$ cat config.mk
export PLATFORM = sky130hd
export DESIGN_NAME = vid_timing_gen
export DESIGN_NICKNAME = d
export VERILOG_FILES = /design/src/rtl/vid_timing_gen.sv
export SDC_FILE = /design/constraint.sdc
export NUM_CORES = 1
export LEC_CHECK = 0
export BUFFER_PORTS_ARGS = -buffer_cell sky130_fd_sc_hd__buf_2
export CORE_UTILIZATION = 50
export CTS_CLUSTER_DIAMETER = 80
export DETAILED_ROUTE_END_ITERATION = 8
export PLACE_DENSITY = 0.78
export SLEW_MARGIN = 20
export SYNTH_ARGS = -nofsm -noshare
export SYNTH_HDL_FRONTEND = slang
export SYNTH_SLANG_ARGS = --single-unit
$ cat constraint.sdc
create_clock -name vid_clk -period 2.7 [get_ports vid_clk]
set_input_delay 0.135 -clock vid_clk [delete_from_list [all_inputs] [get_ports vid_clk]]
set_output_delay 0.135 -clock vid_clk [all_outputs]
set_load 0.03 [all_outputs]
$ cat src/rtl/vid_timing_gen.sv
// Raster timing generator for the HDMI transmit path.
// Free-running H/V counters issue pixel read requests toward a frame/line
// buffer. The request-stage flags ride a register delay line matched to the
// buffer read latency, so that Hsync, Vsync, Active_pix, pixel_out and the
// start pulses reach the encoder mutually aligned.
module vid_timing_gen #(
    parameter int H_RES_PIX      = 640,
    parameter int H_FRONT        = 16,
    parameter int H_SYNC         = 96,
    parameter int H_BACK         = 48,
    parameter int V_RES_PIX      = 480,
    parameter int V_FRONT        = 10,
    parameter int V_SYNC         = 2,
    parameter int V_BACK         = 33,
    parameter int H_SYNC_POL     = 0,
    parameter int V_SYNC_POL     = 0,
    parameter int READ_LATENCY   = 2,
    parameter int BITS_PER_PIXEL = 24,
    localparam int H_TOTAL       = H_RES_PIX + H_FRONT + H_SYNC + H_BACK,
    localparam int V_TOTAL       = V_RES_PIX + V_FRONT + V_SYNC + V_BACK,
    // narrowest widths that still hold H_TOTAL-1 / V_TOTAL-1
    localparam int H_CNT_BITS    = $clog2(H_TOTAL),
    localparam int V_CNT_BITS    = $clog2(V_TOTAL)
) (
    input  logic                      vid_clk,
    input  logic                      reset,
    output logic                      pix_req,
    output logic [H_CNT_BITS-1:0]     req_hpos,
    output logic [V_CNT_BITS-1:0]     req_vpos,
    input  logic [BITS_PER_PIXEL-1:0] pixel_in,
    output logic                      Hsync,
    output logic                      Vsync,
    output logic                      Active_pix,
    output logic [BITS_PER_PIXEL-1:0] pixel_out,
    output logic                      line_start,
    output logic                      frame_start
);

    // One extra bit on the compare side so end-of-range constants equal to
    // the total count never wrap when the total is a power of two.
    localparam int HW = H_CNT_BITS + 1;
    localparam int VW = V_CNT_BITS + 1;

    localparam logic [H_CNT_BITS-1:0] H_LAST   = H_CNT_BITS'(H_TOTAL - 1);
    localparam logic [V_CNT_BITS-1:0] V_LAST   = V_CNT_BITS'(V_TOTAL - 1);
    localparam logic [H_CNT_BITS-1:0] H_ZERO   = H_CNT_BITS'(0);
    localparam logic [V_CNT_BITS-1:0] V_ZERO   = V_CNT_BITS'(0);
    localparam logic [H_CNT_BITS-1:0] H_ONE    = H_CNT_BITS'(1);
    localparam logic [V_CNT_BITS-1:0] V_ONE    = V_CNT_BITS'(1);

    localparam logic [HW-1:0] H_ACT_END = HW'(H_RES_PIX);
    localparam logic [HW-1:0] HS_BEG    = HW'(H_RES_PIX + H_FRONT);
    localparam logic [HW-1:0] HS_END    = HW'(H_RES_PIX + H_FRONT + H_SYNC);
    localparam logic [VW-1:0] V_ACT_END = VW'(V_RES_PIX);
    localparam logic [VW-1:0] VS_BEG    = VW'(V_RES_PIX + V_FRONT);
    localparam logic [VW-1:0] VS_END    = VW'(V_RES_PIX + V_FRONT + V_SYNC);

    localparam logic HS_ON = 1'(H_SYNC_POL);
    localparam logic VS_ON = 1'(V_SYNC_POL);

    // Bit positions inside one delay-line stage
    localparam int P_REQ = 4;
    localparam int P_HS  = 3;
    localparam int P_VS  = 2;
    localparam int P_LS  = 1;
    localparam int P_FS  = 0;

    logic [H_CNT_BITS-1:0] h_nxt_s;
    logic [V_CNT_BITS-1:0] v_nxt_s;
    logic [HW-1:0]         h_ext_s;
    logic [VW-1:0]         v_ext_s;
    logic [4:0]            flags_nxt_s;
    logic [4:0]            tail_s;

    // Stage 0 is the request stage itself; stage READ_LATENCY is the one
    // lined up with pixel_in.
    logic [4:0] stage_r [0:READ_LATENCY];

    // Next raster position: horizontal wrap carries into the line counter
    always_comb begin
        h_nxt_s = req_hpos + H_ONE;
        v_nxt_s = req_vpos;
        if (req_hpos == H_LAST) begin
            h_nxt_s = H_ZERO;
            if (req_vpos == V_LAST) begin
                v_nxt_s = V_ZERO;
            end else begin
                v_nxt_s = req_vpos + V_ONE;
            end
        end else begin
            v_nxt_s = req_vpos;
        end
    end

    // Decode request-stage flags for the position about to be registered
    always_comb begin
        h_ext_s            = {1'b0, h_nxt_s};
        v_ext_s            = {1'b0, v_nxt_s};
        flags_nxt_s        = 5'b00000;
        flags_nxt_s[P_REQ] = (h_ext_s < H_ACT_END) && (v_ext_s < V_ACT_END);
        flags_nxt_s[P_HS]  = (h_ext_s >= HS_BEG) && (h_ext_s < HS_END);
        flags_nxt_s[P_VS]  = (v_ext_s >= VS_BEG) && (v_ext_s < VS_END);
        flags_nxt_s[P_LS]  = (h_nxt_s == H_ZERO) && (v_ext_s < V_ACT_END);
        flags_nxt_s[P_FS]  = (h_nxt_s == H_ZERO) && (v_nxt_s == V_ZERO);
    end

    // Counters, request flags and the latency-matching delay line
    always_ff @(posedge vid_clk) begin
        if (reset) begin
            req_hpos   <= H_LAST;
            req_vpos   <= V_LAST;
            stage_r[0] <= 5'b00000;
            for (int i = 1; i <= READ_LATENCY; i++) begin
                stage_r[i] <= 5'b00000;
            end
        end else begin
            req_hpos   <= h_nxt_s;
            req_vpos   <= v_nxt_s;
            stage_r[0] <= flags_nxt_s;
            for (int i = 1; i <= READ_LATENCY; i++) begin
                stage_r[i] <= stage_r[i-1];
            end
        end
    end

    assign pix_req = stage_r[0][P_REQ];
    assign tail_s  = stage_r[READ_LATENCY];

    // Output stage: capture pixel_in alongside the matching delayed flags
    always_ff @(posedge vid_clk) begin
        if (reset) begin
            Hsync       <= ~HS_ON;
            Vsync       <= ~VS_ON;
            Active_pix  <= 1'b0;
            pixel_out   <= {BITS_PER_PIXEL{1'b0}};
            line_start  <= 1'b0;
            frame_start <= 1'b0;
        end else begin
            Hsync       <= tail_s[P_HS] ? HS_ON : ~HS_ON;
            Vsync       <= tail_s[P_VS] ? VS_ON : ~VS_ON;
            Active_pix  <= tail_s[P_REQ];
            pixel_out   <= tail_s[P_REQ] ? pixel_in : {BITS_PER_PIXEL{1'b0}};
            line_start  <= tail_s[P_LS];
            frame_start <= tail_s[P_FS];
        end
    end

endmodule

==> summary.md <==
| Metric | Value |
|---|---|
| HP Class | `in -> reg` |
| IO Count | `76` |
| Crit share post-route | `85.7%` |
| Unique masters post-synth | `47` |
| FF-to-FF End | `stage_r[0][0]` |
| GRT Resource Usage Total | `19.6%` |
| Design Power | `3.09 mW` |
| Routed len/inst | `12.8 µm` |
| Slowest CP cell | `dfxtp_1` |
| Design area | `3040 µm²` |
| Synthesized flop and latch total | `64` |
| Arrival @ worst endpoint | `2.54 ns` |
| GRT overflow | `0` |
| Clk sinks | `64` |
| CTS resizes | `0` |
| H-Tree Depth | `3` |
| Crit path capture type | `flop` |
| Status | `finished, final reports clean` |
| Crit. path cell count | `7` |
| RSZ-0062 raised after global routing | `no` |
| Inserted Diodes | `0` |
| Routability cong. | `0.866` |
| Worst-case reg-to-reg path depth | `7` |
| Post-synth EDFFs | `0` |
| Dpl cell area | `2810 µm²` |
| Num CTS Buffers | `9` |
| R2R Setup Slk | `0.39 ns` |
| Worst path bufs/invs | `0` |
| Beginning of the worst hold path | `pixel_in[23]` |
| Gate Count Post-Synth | `244` |
| Root Buffer | `clkbuf_8` |
| Maxcap violations | `0` |
| Part of the Yosys area used for sequential elements | `52.6%` |
| Hold-fix buffers, CTS | `1` |
| Leading post-synthesis cells by cell area | `dfxtp_1, and2_1, nor2b_1, nand2_1, nor2_1` |
| Chip width | `slightly above 70 µm` |
| VDD IR max | `0.547 mV` |
| Worst path cell trace | `ha_1, and4_4, and3_4, nand4_1, xor2_1, nand4bb_1, a2111oi_2` |
| CP delay by family, top | `simple AND/OR/NAND/NOR gates` |
| Clk buf depth | `2` |
| Cell area after synthesis | `2430 µm²` |
| Total nets after synthesis | `about 270` |
| Crit path largest cell delay | `0.40 ns` |
| Area Growth Syn to Fin | `25.0%` |
| Critical R2R Launch | `req_hpos[0]` |
| Final Hold Fails | `0` |
| Chip height | `a little over 70 µm` |
| DRC | `0` |
| CP max FO | `11` |
| Max_slew headroom | `56.6%` |
| Starting Density | `51.9%` |
| TritonRoute pass-1 iters | `4` |
| Detailed Route Iter0 Violations | `132` |
| Via-to-Cell Ratio | `approximately 5.2` |
| Max-slew violations | `0` |
| Critical Path RT | `2.93 ns` |
| Tmin final | `between 2 and 2.5 ns` |
| Clock Pin Slew Worst Setup and Hold Paths | `~0.070 ns` |
| Die area | `5150 µm²` |
| Pre-CTS setup slack | `0.408 ns` |
| Detailed Place HPWL | `3360 µm` |
| Critical path class | `reg -> reg` |
| Hold Path Sink | `pixel_out[23]` |
| Setup violators final | `0` |
| CTS tree | `yes` |
| Vias | `slightly below 2k` |
| Global-route wire length before repair | `7850 µm` |
| Area share of the leading cell type in the synthesized netlist | `a little over half` |
| Hold Path Depth | `2` |
| Nets | `348` |
| Core area | `4690 µm²` |
| Final WL | `4820 µm` |
| Worst slew pin tran | `0.648 ns` |
| Ys async rst share | `0%` |
| Syn avg cell area | `9.97 µm²` |
| Synth Flop Type | `dfxtp_1` |
| Antenna violations before repair | `0` |
| Share of cells above drive strength 1 | `32.4%` |
| Leakage Power | `1.41 nW` |
| Vias in the first global route | `1,734` |
| Number of nets with antenna violations after routing | `0` |
| Largest net degree at the start of global routing | `28` |
| Setup WS post-layout | `0.386 ns` |
| Peak Freq | `~430 MHz` |
| Count of buffers from port buffering | `75` |
| Clk_lat worst skew | `between 0.3 and 0.4 ns` |
| CP startpoint kind | `flop` |
| Synth Warn # | `0` |
| Biggest area consumer among synthesized cells | `dfxtp_1` |
| TNS Setup | `0 ns` |
| Clock Skew | `0.00603 ns` |
| FP Rows | `25` |
| Pwr dens | `between 1000 and 1500 nW/µm²` |
| Post CTS Setup Buffer Count | `0` |
==> registers in the layout (all words and copies together), names as in the netlist <==
register / cells
pixel_out: 24
stage_r: 15
req_hpos: 10
req_vpos: 10
Active_pix: 1
Hsync: 1
Vsync: 1
frame_start: 1
line_start: 1
==> stage by stage <==
step	hold WS [ns]	util [%]	instances
3_5_place_dp	0.339	59.9	361
4_1_cts	0.00201	64.8	378
3_3_place_gp	0.335	59.9	361
2_1_floorplan	0.257	-	244
6_report	0.00507	64.8	378
5_1_grt	0.0108	64.8	378
==> worst max-delay path by stage <==
stage / startpoint / to / slack [ns]
CTS: req_hpos[0] / stage_r[0][0] / 0.39
detailed placement: req_hpos[0] / stage_r[0][0] / 0.41
global route: req_hpos[0] / stage_r[0][0] / 0.18
floorplan: req_hpos[0] / stage_r[0][0] / 0.31
finish: req_hpos[0] / stage_r[0][0] / 0.39
global placement: req_hpos[0] / stage_r[0][0] / 0.51
==> power by group <==
group | total, mW | internal [mW] | switching (mW)
logic | 1.01 | 0.398 | 0.612
registers | 1.19 | 1.04 | 0.152
clock network | 0.889 | 0.521 | 0.368
total | 3.09 | 1.96 | 1.13
==> layout by cell type (no fill, tap or decap), types with 6 or more instances in the layout <==
cell,count
buf_2,75
dfxtp_1,64
and2_1,24
nand2_1,16
nor2b_1,15
nor2_1,14
clkbuf_8,9
nand3_1,8
o21ai_0,8
nor3_1,7
inv_1,6
nand4_1,6
a31oi_1,6
and3_1,6
xor2_1,6
==> cell type report <==
type	count	area [µm²]
flip-flops and latches	64	1280
repair buffers	76	385
well taps	54	67.6
multi-input cells	162	1070
inverters	6	22.5
clock buffers	9	124
fillers	380	1650
clock inverters	7	95.1
==> Yosys cell counts (2+ instances only) <==
| cell | count |
|---|---|
| nand4_1 | 6 |
| nand3_1 | 8 |
| nor2b_1 | 16 |
| or2_2 | 2 |
| nor3_1 | 7 |
| nand2_1 | 16 |
| xor2_1 | 6 |
| and3_1 | 6 |
| a31oi_1 | 6 |
| xnor2_1 | 5 |
| inv_1 | 6 |
| nor2_1 | 14 |
| and2_1 | 24 |
| o21ai_0 | 8 |
| buf_2 | 5 |
| ha_1 | 3 |
| dfxtp_1 | 64 |
| mux2_2 | 3 |
| clkbuf_1 | 5 |
| nand3b_1 | 2 |
| a22oi_1 | 2 |
| a21oi_1 | 3 |
| a211oi_1 | 2 |
| buf_6 | 2 |
==> layer usage <==
metal	up-vias	GRT usage [%]	share of wire (%)
met5	-	0	0
met4	0	9.80	1.6
met3	10	4.92	10
met2	103	32.2	43
met1	877	24.0	46
li1	984	-	-
==> cells by family (layout without fill, tap and decap cells) <==
family / after synthesis / count (layout) / share of synthesized area [%]
AOI/OAI and AO/OA: 29 / 29 / 8.02
xor gates and xnor gates: 11 / 11 / 3.96
adders and majority gates: 3 / 3 / 1.54
buffers and inverters: 18 / 98 / 3.65
DFF: 64 / 64 / 52.6
muxes: 4 / 4 / 1.80
and+or+nand+nor: 115 / 115 / 28.4
(Power assumes the default switching activity.)
